==> src/rtl/excp_pkg.sv <==
// Shared definitions for the commit-side exception controller:
// exception codes, cmt_excp bit positions and controller states.
package excp_pkg;

    localparam logic [5:0] ECODE_INT  = 6'h00;
    localparam logic [5:0] ECODE_ADEF = 6'h08;
    localparam logic [5:0] ECODE_ALE  = 6'h09;
    localparam logic [5:0] ECODE_SYS  = 6'h0B;
    localparam logic [5:0] ECODE_BRK  = 6'h0C;
    localparam logic [5:0] ECODE_INE  = 6'h0D;
    localparam logic [5:0] ECODE_IPE  = 6'h0E;

    localparam int EXCP_ADEF = 0;
    localparam int EXCP_INE  = 1;
    localparam int EXCP_IPE  = 2;
    localparam int EXCP_SYS  = 3;
    localparam int EXCP_BRK  = 4;
    localparam int EXCP_ALE  = 5;

    typedef enum logic [1:0] {
        IDLE  = 2'd0,
        FLUSH = 2'd1,
        DRAIN = 2'd2,
        REDIR = 2'd3
    } excp_state_e;

endpackage

==> src/rtl/excp_prio_enc.sv <==
// Combinational arbitration of interrupt / exception flags / ERTN for one
// committing instruction. Interrupts win over everything, ERTN loses to any fault.
module excp_prio_enc
    import excp_pkg::*;
#(
    parameter int EXCP_W = 6
) (
    input  logic              has_int,
    input  logic [EXCP_W-1:0] cmt_excp,
    input  logic              cmt_ertn,
    output logic              take_excp,
    output logic              take_ertn,
    output logic [5:0]        ecode,
    output logic [8:0]        esubcode
);

    assign esubcode = '0;

    always_comb begin
        take_excp = 1'b1;
        take_ertn = 1'b0;
        ecode     = ECODE_INT;
        if (has_int) begin
            ecode = ECODE_INT;
        end else if (cmt_excp[EXCP_ADEF]) begin
            ecode = ECODE_ADEF;
        end else if (cmt_excp[EXCP_INE]) begin
            ecode = ECODE_INE;
        end else if (cmt_excp[EXCP_IPE]) begin
            ecode = ECODE_IPE;
        end else if (cmt_excp[EXCP_SYS]) begin
            ecode = ECODE_SYS;
        end else if (cmt_excp[EXCP_BRK]) begin
            ecode = ECODE_BRK;
        end else if (cmt_excp[EXCP_ALE]) begin
            ecode = ECODE_ALE;
        end else begin
            take_excp = 1'b0;
            take_ertn = cmt_ertn;
        end
    end

endmodule

==> src/rtl/excp_commit_ctrl.sv <==
// Commit-side exception/ERTN controller: retires normal instructions, and for
// exceptions/interrupts/ERTN pulses the CSR flush, drains the pipe, then redirects fetch.
module excp_commit_ctrl
    import excp_pkg::*;
#(
    parameter int FLUSH_CYCLES = 2,
    parameter int EXCP_W       = 6
) (
    input  logic              clk,
    input  logic              reset,
    input  logic              cmt_valid,
    output logic              cmt_ready,
    input  logic [31:0]       cmt_pc,
    input  logic [EXCP_W-1:0] cmt_excp,
    input  logic              cmt_ertn,
    input  logic              has_int,
    input  logic [31:0]       csr_eentry,
    input  logic [31:0]       csr_era,
    output logic              excp_flush,
    output logic              ertn_flush,
    output logic [31:0]       era_in,
    output logic [5:0]        ecode_in,
    output logic [8:0]        esubcode_in,
    output logic              pipe_flush,
    output logic              retire_valid,
    output logic [31:0]       retire_pc,
    output logic              redir_valid,
    output logic [31:0]       redir_pc,
    input  logic              redir_ready,
    output logic [31:0]       excp_cnt
);

    // Handshakes: a commit transfers on cmt_valid & cmt_ready; a redirect
    // completes on redir_valid & redir_ready, with redir_pc held stable until then.
    localparam logic [3:0] DRAIN_LOAD = 4'(FLUSH_CYCLES - 1);

    excp_state_e state;
    logic [3:0]  drain_cnt;
    logic        xfer;
    logic        take_excp;
    logic        take_ertn;
    logic [5:0]  enc_ecode;
    logic [8:0]  enc_esubcode;

    excp_prio_enc #(.EXCP_W(EXCP_W)) u_prio_enc (
        .has_int   (has_int),
        .cmt_excp  (cmt_excp),
        .cmt_ertn  (cmt_ertn),
        .take_excp (take_excp),
        .take_ertn (take_ertn),
        .ecode     (enc_ecode),
        .esubcode  (enc_esubcode)
    );

    assign cmt_ready   = (state == IDLE);
    assign xfer        = cmt_valid & cmt_ready;
    assign pipe_flush  = (state == FLUSH) || (state == DRAIN);
    assign redir_valid = (state == REDIR);

    always_ff @(posedge clk) begin
        if (reset) begin
            state        <= IDLE;
            drain_cnt    <= '0;
            excp_flush   <= 1'b0;
            ertn_flush   <= 1'b0;
            era_in       <= '0;
            ecode_in     <= '0;
            esubcode_in  <= '0;
            retire_valid <= 1'b0;
            retire_pc    <= '0;
            redir_pc     <= '0;
            excp_cnt     <= '0;
        end else begin
            retire_valid <= 1'b0;
            excp_flush   <= 1'b0;
            ertn_flush   <= 1'b0;
            case (state)
                IDLE: begin
                    if (xfer) begin
                        if (take_excp) begin
                            state       <= FLUSH;
                            excp_flush  <= 1'b1;
                            era_in      <= cmt_pc;
                            ecode_in    <= enc_ecode;
                            esubcode_in <= enc_esubcode;
                            excp_cnt    <= excp_cnt + 32'd1;
                        end else if (take_ertn) begin
                            state      <= FLUSH;
                            ertn_flush <= 1'b1;
                        end else begin
                            retire_valid <= 1'b1;
                            retire_pc    <= cmt_pc;
                        end
                    end
                end
                FLUSH: begin
                    // The CSR presents its updated eentry/era during the flush cycle.
                    redir_pc  <= ertn_flush ? csr_era : csr_eentry;
                    drain_cnt <= DRAIN_LOAD;
                    state     <= DRAIN;
                end
                DRAIN: begin
                    if (drain_cnt == 4'd0) begin
                        state <= REDIR;
                    end else begin
                        drain_cnt <= drain_cnt - 4'd1;
                    end
                end
                REDIR: begin
                    if (redir_ready) begin
                        state <= IDLE;
                    end
                end
                default: state <= IDLE;
            endcase
        end
    end

endmodule

==> config.mk <==
export PLATFORM = sky130hd
export DESIGN_NAME = excp_commit_ctrl
export DESIGN_NICKNAME = d
export VERILOG_FILES = /design/src/rtl/excp_pkg.sv /design/src/rtl/excp_prio_enc.sv /design/src/rtl/excp_commit_ctrl.sv
export SDC_FILE = /design/constraint.sdc
export NUM_CORES = 1
export LEC_CHECK = 0
export ABC_AREA = 0
export CAP_MARGIN = 20
export CORE_UTILIZATION = 46
export DETAILED_ROUTE_END_ITERATION = 10
export GPL_TIMING_DRIVEN = 0
export PLACE_DENSITY = 0.93
export SYNTH_ARGS = -nofsm -noshare
export SYNTH_HDL_FRONTEND = slang
export SYNTH_SLANG_ARGS = --single-unit
==> constraint.sdc <==
create_clock -name clk -period 6.1 [get_ports clk]
set_clock_uncertainty 0.2 [all_clocks]
set_input_delay 0.915 -clock clk [delete_from_list [all_inputs] [get_ports clk]]
set_output_delay 0.915 -clock clk [all_outputs]
set_load 0.02 [all_outputs]
==> metrics.txt, run 1 <==
Worst-Skew Late Latency=0.42 ns; Chip Height=116 um; total wire length=19.2 mm; Wirelength per Cell=16.4 um; post-synth top area share=47.1%; Final Hold Violating Endpoints=0; top post-synthesis cells by area=dfxtp_1, nand2_1, a21oi_1; main combinational cell family by area after synthesis=simple AND/OR/NAND/NOR gates; RSZ-0062 raised after global routing=no; final net count=1,098; leakage=3.16 nW; status=finished clean; Bufs and invs on worst path=2; Worst Hold Path Cells=2; Synth Area in Adders=1.46%; PostCTS Resize Cnt=0; post-route cell area=0.00927 mm2; Iteration-0 DRC Markers=458; CP endpoint kind=flip-flop; Worst Hold Class=reg2reg; vias in the first global route=5,828; Synth area leader=dfxtp_1; CP top delay family=buffers and inverters; period utilisation layout=51.5%; TritonCTS Buffers=17; Synth cell types=42; fin crit period=3.14 ns; share of cells above drive strength 1=6.83%; core area=0.0127 mm2; Placed Area=0.00870 mm2; Synth Flop Type=dfxtp_1; register area share after synthesis=47.1%; Synth Area in Compound Gates=16.1%; asr flop ratio synth=0%; Clk pin slew, worst setup/hold paths=0.06 ns; Pre-antenna DRT Iters=5; postcts setup bufs=0; global-route wire length before repair=29.2 mm; Finish-stage setup viols=0; clk sink count=141; YS warnings=0; Post-Synth XOR/XNOR Area=0.731%; post-synthesis instance total=709; # port buffers=245; Top-Level Pins=257; row cnt=41; cells on worst reg2reg path=8; Slew Viols, Final=0; Critical Path Source Type=input pin; Worst Path Arrival=3.25 ns; simple-gate share of the synthesized area=21.8%; CP Class=in2reg; Worst Tran Pin Value=0.840 ns; DR vias/cell=5.33; Avg Cell Area, Syn=8.45 um2; Cell Area, Synth=0.00599 mm2; worst-path maximum fanout=10; initial antenna violation count=0; Critical Path Stages=6; routability cong.=0.821; Max VDD drop=0.247 mV; DPL Wire Length=14.2 mm; maxcap violations=0; Worst path max stage delay=0.67 ns; Data required, critical path=6.21 ns; Starting Density=47.3%; Rel. slew slack=44.0%; antenna cells=0; CTS Buffer Depth=2; setup_tns=0 ns; H-tree levels=4; Register Area=0.00282 mm2; clock root buffer master=clkbuf_16; Die X=116 um; GRT overflow=0; Post-synth EDFFs=0; Die ar.=0.0135 mm2; CTS Hold Bufs=0; PwrDens=352 mW/mm2; antenna-violating nets left=0; fill count=954; Area Overhead vs Synth=54.7%; drt drc=0; pin count of the biggest net entering global routing=17; #FFs+latches synth=141; multi-input logic area=0.00284 mm2; f_max=318 MHz; mux cell area share after synthesis=6.66%; GR Util All Layers=28.5%; via count=6,221; clock tree from TritonCTS=built; CP max stage cell=nor3_1; critical path, cell by cell=clkdlybuf4s50_1 > nor3_1 > a211o_1 > clkbuf_1 > nor4_1 > mux2_1
per-layer routing:
| layer | up-vias | track usage (%) | routed length (um) |
|---|---|---|---|
| met2 | 283 | 49.6 | 9650 |
| met3 | 48 | 8.04 | 1340 |
| met4 | 0 | 12.5 | 586 |
| met1 | 2880 | 32.6 | 7570 |
| li1 | 3010 | - | - |
| met5 | - | 0 | 0 |
placed cells by master (no fill, tap or decap), types with 4 or more instances in the layout:
cell             Yosys  routed
o21ai_0              6       6
mux2i_1             32      32
a21oi_1             93      93
buf_1                5       5
nor3_1               4       4
clkbuf_8             0       4
nand3_1             13      13
conb_1               1      11
or4_1               23      23
or3_1                8       8
buf_2               12      12
clkinv_2             0       5
nand2_1            144     144
nor2b_1              8       8
nor2_1              50      50
o31ai_1             18      18
inv_1               11      11
clkbuf_1            32      33
clkbuf_16            0      17
mux2_2               6       6
a211oi_1            39      39
ha_1                 7       7
nand4_1              6       6
clkdlybuf4s50_1      0     245
buf_4               11      11
nor4_1               7       7
buf_6                4       4
dfxtp_1            141     141
worst paths after layout:
| kind | from | endpoint | slack [ns] |
|---|---|---|---|
| worst max register to register | state[0]$_SDFFE_PP0P_ | excp_cnt[29]$_SDFFE_PP0P_ | 3.46 |
| worst min-delay path | retire_pc[3]$_SDFFE_PP0P_ | retire_pc[3]$_SDFFE_PP0P_ | 0.25 |
| worst min register to register | retire_pc[3]$_SDFFE_PP0P_ | retire_pc[3]$_SDFFE_PP0P_ | 0.25 |
| worst max-delay path | cmt_excp[4] | excp_cnt[29]$_SDFFE_PP0P_ | 2.96 |
tightest hold or removal path: stages (launching register included):
cell and delay, ns:
dfxtp_1 0.30, nand2_1 0.05, a21oi_1 0.05
power breakdown:
group | switching [mW] | leakage [nW] | internal (mW) | total, mW
sequential | 0.0865 | 1.15 | 1.07 | 1.16
clock | 0.397 | 0.282 | 0.602 | 0.999
combinational | 0.626 | 1.73 | 0.483 | 1.11
total | 1.11 | 3.16 | 2.15 | 3.26
cell usage after synthesis, types with 2 or more instances:
master	instances
buf_4	11
inv_1	11
and3_1	2
nand2_1	144
nand4_1	6
and2_1	2
buf_6	4
nand3_1	13
a211oi_1	39
dfxtp_1	141
xnor2_1	3
o211ai_1	2
ha_1	7
and4_1	3
nor2b_1	8
clkbuf_1	32
mux2i_1	32
o31ai_1	18
nor4_1	7
nor4_2	2
a21oi_1	93
o21ai_0	6
xor2_1	2
buf_2	12
nor2_1	50
nand2b_1	2
buf_1	5
or3_1	8
nor3_1	4
or4_1	23
mux2_2	6
logic make-up (layout without fill, tap and decap cells):
| kind of cell | after synthesis | count (layout) |
|---|---|---|
| AO/OA/AOI/OAI | 161 | 161 |
| adder cells (fa/ha/maj) | 7 | 7 |
| other | 1 | 11 |
| buffers and inverters | 75 | 352 |
| AND/OR/NAND/NOR | 280 | 280 |
| XOR/XNOR | 5 | 5 |
| flip-flops | 141 | 141 |
| multiplexers | 39 | 39 |
sequential cells by signal, summed over array words and instances (netlist names):
name          cells
state             2
redir_pc         32
retire_valid      1
era_in           32
ertn_flush        1
excp_cnt         32
ecode_in          4
drain_cnt         4
retire_pc        32
excp_flush        1
through the flow:
stage               hold slack (ns)  cells  power, mW  util (%)  setup WS (ns)
finish                        0.252   1168       3.26      73.1           2.96
detailed placement            0.246   1136       2.28      68.6           2.55
CTS                           0.253   1168       3.27      73.1           3.00
global route                  0.271   1168       3.41      73.1           2.83
floorplan                     0.268    719       1.77         -           3.41
global placement              0.240   1136       2.24      68.6           2.55
cell type report:
class	count	area share (%)
multi-input cells	503	30.6
flip-flops and latches	141	30.5
repair buffers	245	26.5
clock buffers	22	5.22
plain buffers	64	3.52
well taps	172	2.32
clock inverters	10	0.945
inverters	11	0.446
Power figures use the tool's default switching activity.
==> run 2: changes to the inputs <==
--- a/config.mk
+++ b/config.mk
@@ -7,10 +7,10 @@
 export LEC_CHECK = 0
 export ABC_AREA = 0
 export CAP_MARGIN = 20
-export CORE_UTILIZATION = 46
+export CORE_UTILIZATION = 43
 export DETAILED_ROUTE_END_ITERATION = 10
 export GPL_TIMING_DRIVEN = 0
-export PLACE_DENSITY = 0.93
+export PLACE_DENSITY = 0.88
 export SYNTH_ARGS = -nofsm -noshare
 export SYNTH_HDL_FRONTEND = slang
 export SYNTH_SLANG_ARGS = --single-unit
==> constraint.sdc (replaced) <==
create_clock -name clk -period 3.1 [get_ports clk]
set_clock_uncertainty 0.2 [all_clocks]
set_input_delay 0.465 -clock clk [delete_from_list [all_inputs] [get_ports clk]]
set_output_delay 0.465 -clock clk [all_outputs]
set_load 0.02 [all_outputs]
==> run 2 against run 1 <==
  * Routed wire length down 0.64%
  * Global-route usage decreased by 1.9 points
  * Sequential share of layout area fell by 0.22 points
  * Die area increased by 6.9%
  * Count of clock-buffer cells in the layout unchanged
  * Register-to-register slack worse by 3.1 ns
  * Clock power is 120% higher
  * Largest cell class unchanged
  * Highest routed layer unchanged
==> metrics.txt, run 2 (synthesized netlist as in run 1, its figures left out) <==
GR Util All Layers=26.6% (-1.9 points); CP Class=in2reg; CTS Buffer Depth=2 (unchanged); P_int=4.46 mW (+110%); Data required, critical path=3.21 ns (-3.00 ns); Worst Tran Pin Value=0.883 ns (+0.0438 ns); pin count of the biggest net entering global routing=17 (unchanged); clk sink count=141 (unchanged); Worst-Skew Late Latency=0.42 ns (about the same); period utilisation layout=90.9%; Final Hold Violating Endpoints=0 (unchanged); Die X=120 um (+3.4%); share of cells above drive strength 1=6.73% (-0.10 points); Max VDD drop=0.409 mV (+66%); DR vias/cell=5.33 (about the same); row cnt=42 (+2.4%); # port buffers=245 (unchanged); global-route wire length before repair=29.7 mm (+1.8%); f_max=355 MHz; status=finished clean; Finish-stage setup viols=0 (unchanged); maxcap violations=0 (unchanged); Worst Path Arrival=2.93 ns (-0.32 ns); Critical Path Source Type=input pin; placed cells=1,140 (+0.35%); final worst slack=0.281 ns (-2.68 ns); CP endpoint kind=flip-flop; commonest non-fill, non-tap cells in the layout=clkdlybuf4s50_1, nand2_1, dfxtp_1, a21oi_1, nor2_1; via count=6,244 (+0.37%); Pre-antenna DRT Iters=6 (+1); Wirelength per Cell=16.2 um (-0.98%); combinational share of power=32.8% (-1.2 points); antenna-violating nets left=0 (unchanged); Starting Density=44.7% (-2.6 points); Sw Share=32.9% (-1.1 points); initial antenna violation count=0 (unchanged); core area=0.0134 mm2 (+5.8%); Clk pin slew, worst setup/hold paths=0.06 ns (about the same); fin crit period=2.82 ns; worst hold slack=0.253 ns (+0.000374 ns); H-tree levels=4 (unchanged); Area Overhead vs Synth=55.8%; Clk pwr share=33.1% (+2.5 points); Die ar.=0.0144 mm2 (+6.9%); Slew Viols, Final=0 (unchanged); Worst Hold Class=reg2reg; R2R setup slack=0.41 ns (-3.05 ns); vias in the first global route=5,834 (+0.10%); TritonCTS Buffers=17 (unchanged); RSZ-0062 raised after global routing=no; sequential share of power=34.2% (-1.2 points); Top-Level Pins=257 (unchanged); Iteration-0 DRC Markers=358 (-22%); antenna cells=0 (unchanged); Rel. slew slack=41.1% (-2.9 points); leakage=3.18 nW (+0.64%); final net count=1,098 (unchanged); clock root buffer master=clkbuf_16; PwrDens=712 mW/mm2 (+100%); routability cong.=0.843 (+2.6%); drt drc=0 (unchanged); Non-Filler Instances=1,172 (+0.34%); CTS Hold Bufs=0 (unchanged); DPL Wire Length=13.9 mm (-2.3%); DP Worst Slack=-0.0776 ns (-2.63 ns); worst-path maximum fanout=10 (unchanged); most common cell after layout, fill and taps aside=clkdlybuf4s50_1; PostCTS Resize Cnt=0 (unchanged); Layout Utilization=69.7% (-3.5 points); total wire length=19.0 mm (-0.64%); NetSw=2.19 mW (+97%); clock tree from TritonCTS=built; Chip Height=120 um (+3.4%); postcts setup bufs=0 (unchanged); GRT overflow=0 (unchanged)
[run 2: final cells by class]
class	count	area [um2]
clock inverter	10	161
multi-input combinational	503	2840
inverter	11	41.3
clock buffer	22	474
tap	176	220
fill	1070	4060
timing repair buffer	245	2450
buffer	64	327
sequential	141	2820
[run 2: per-layer routing]
layer  GRT usage [%]  vias to the layer above  share of wire [%]
met1            31.3                     2916                 41
met3            7.27                       40                6.9
met5               0                        -                  0
li1                -                     3012                  -
met2            45.1                      276                 49
met4            11.7                        0                3.0
[run 2: final timing paths]
check | startpoint | to | cells after the start
worst max register to register | state[0]$_SDFFE_PP0P_ | excp_cnt[29]$_SDFFE_PP0P_ | 8
worst min register to register | era_in[27]$_SDFFE_PP0P_ | era_in[27]$_SDFFE_PP0P_ | 2
worst min-delay path | era_in[27]$_SDFFE_PP0P_ | era_in[27]$_SDFFE_PP0P_ | 2
worst max-delay path | cmt_excp[4] | excp_cnt[29]$_SDFFE_PP0P_ | 6
[run 2: worst max-delay path, stage by stage]
cell and delay (ns):
clkdlybuf4s50_1 0.50, nor3_1 0.73, a211o_1 0.38, clkbuf_1 0.37, nor4_1 0.15, mux2_1 0.32
[run 2: power by group through the flow]
stage                     Combinational, mW  Sequential (mW)  Clock, mW
final                                  2.18             2.27       2.20
after global routing                   2.36             2.31       2.30
after CTS                              2.19             2.27       2.20
after detailed placement               2.17             2.30          0
after global placement                 2.14             2.29          0
after floorplan                       0.870             2.61          0
[run 2: per-stage QoR]
stage / area [um2] / TNS [ns] / power [mW]
6_report: 9340 / 0 / 6.65
5_1_grt: 9340 / 0 / 6.96
4_1_cts: 9340 / 0 / 6.66
3_5_place_dp: 8700 / -0.118 / 4.48
3_3_place_gp: 8700 / -0.0320 / 4.43
2_1_floorplan: 6030 / 0 / 3.48
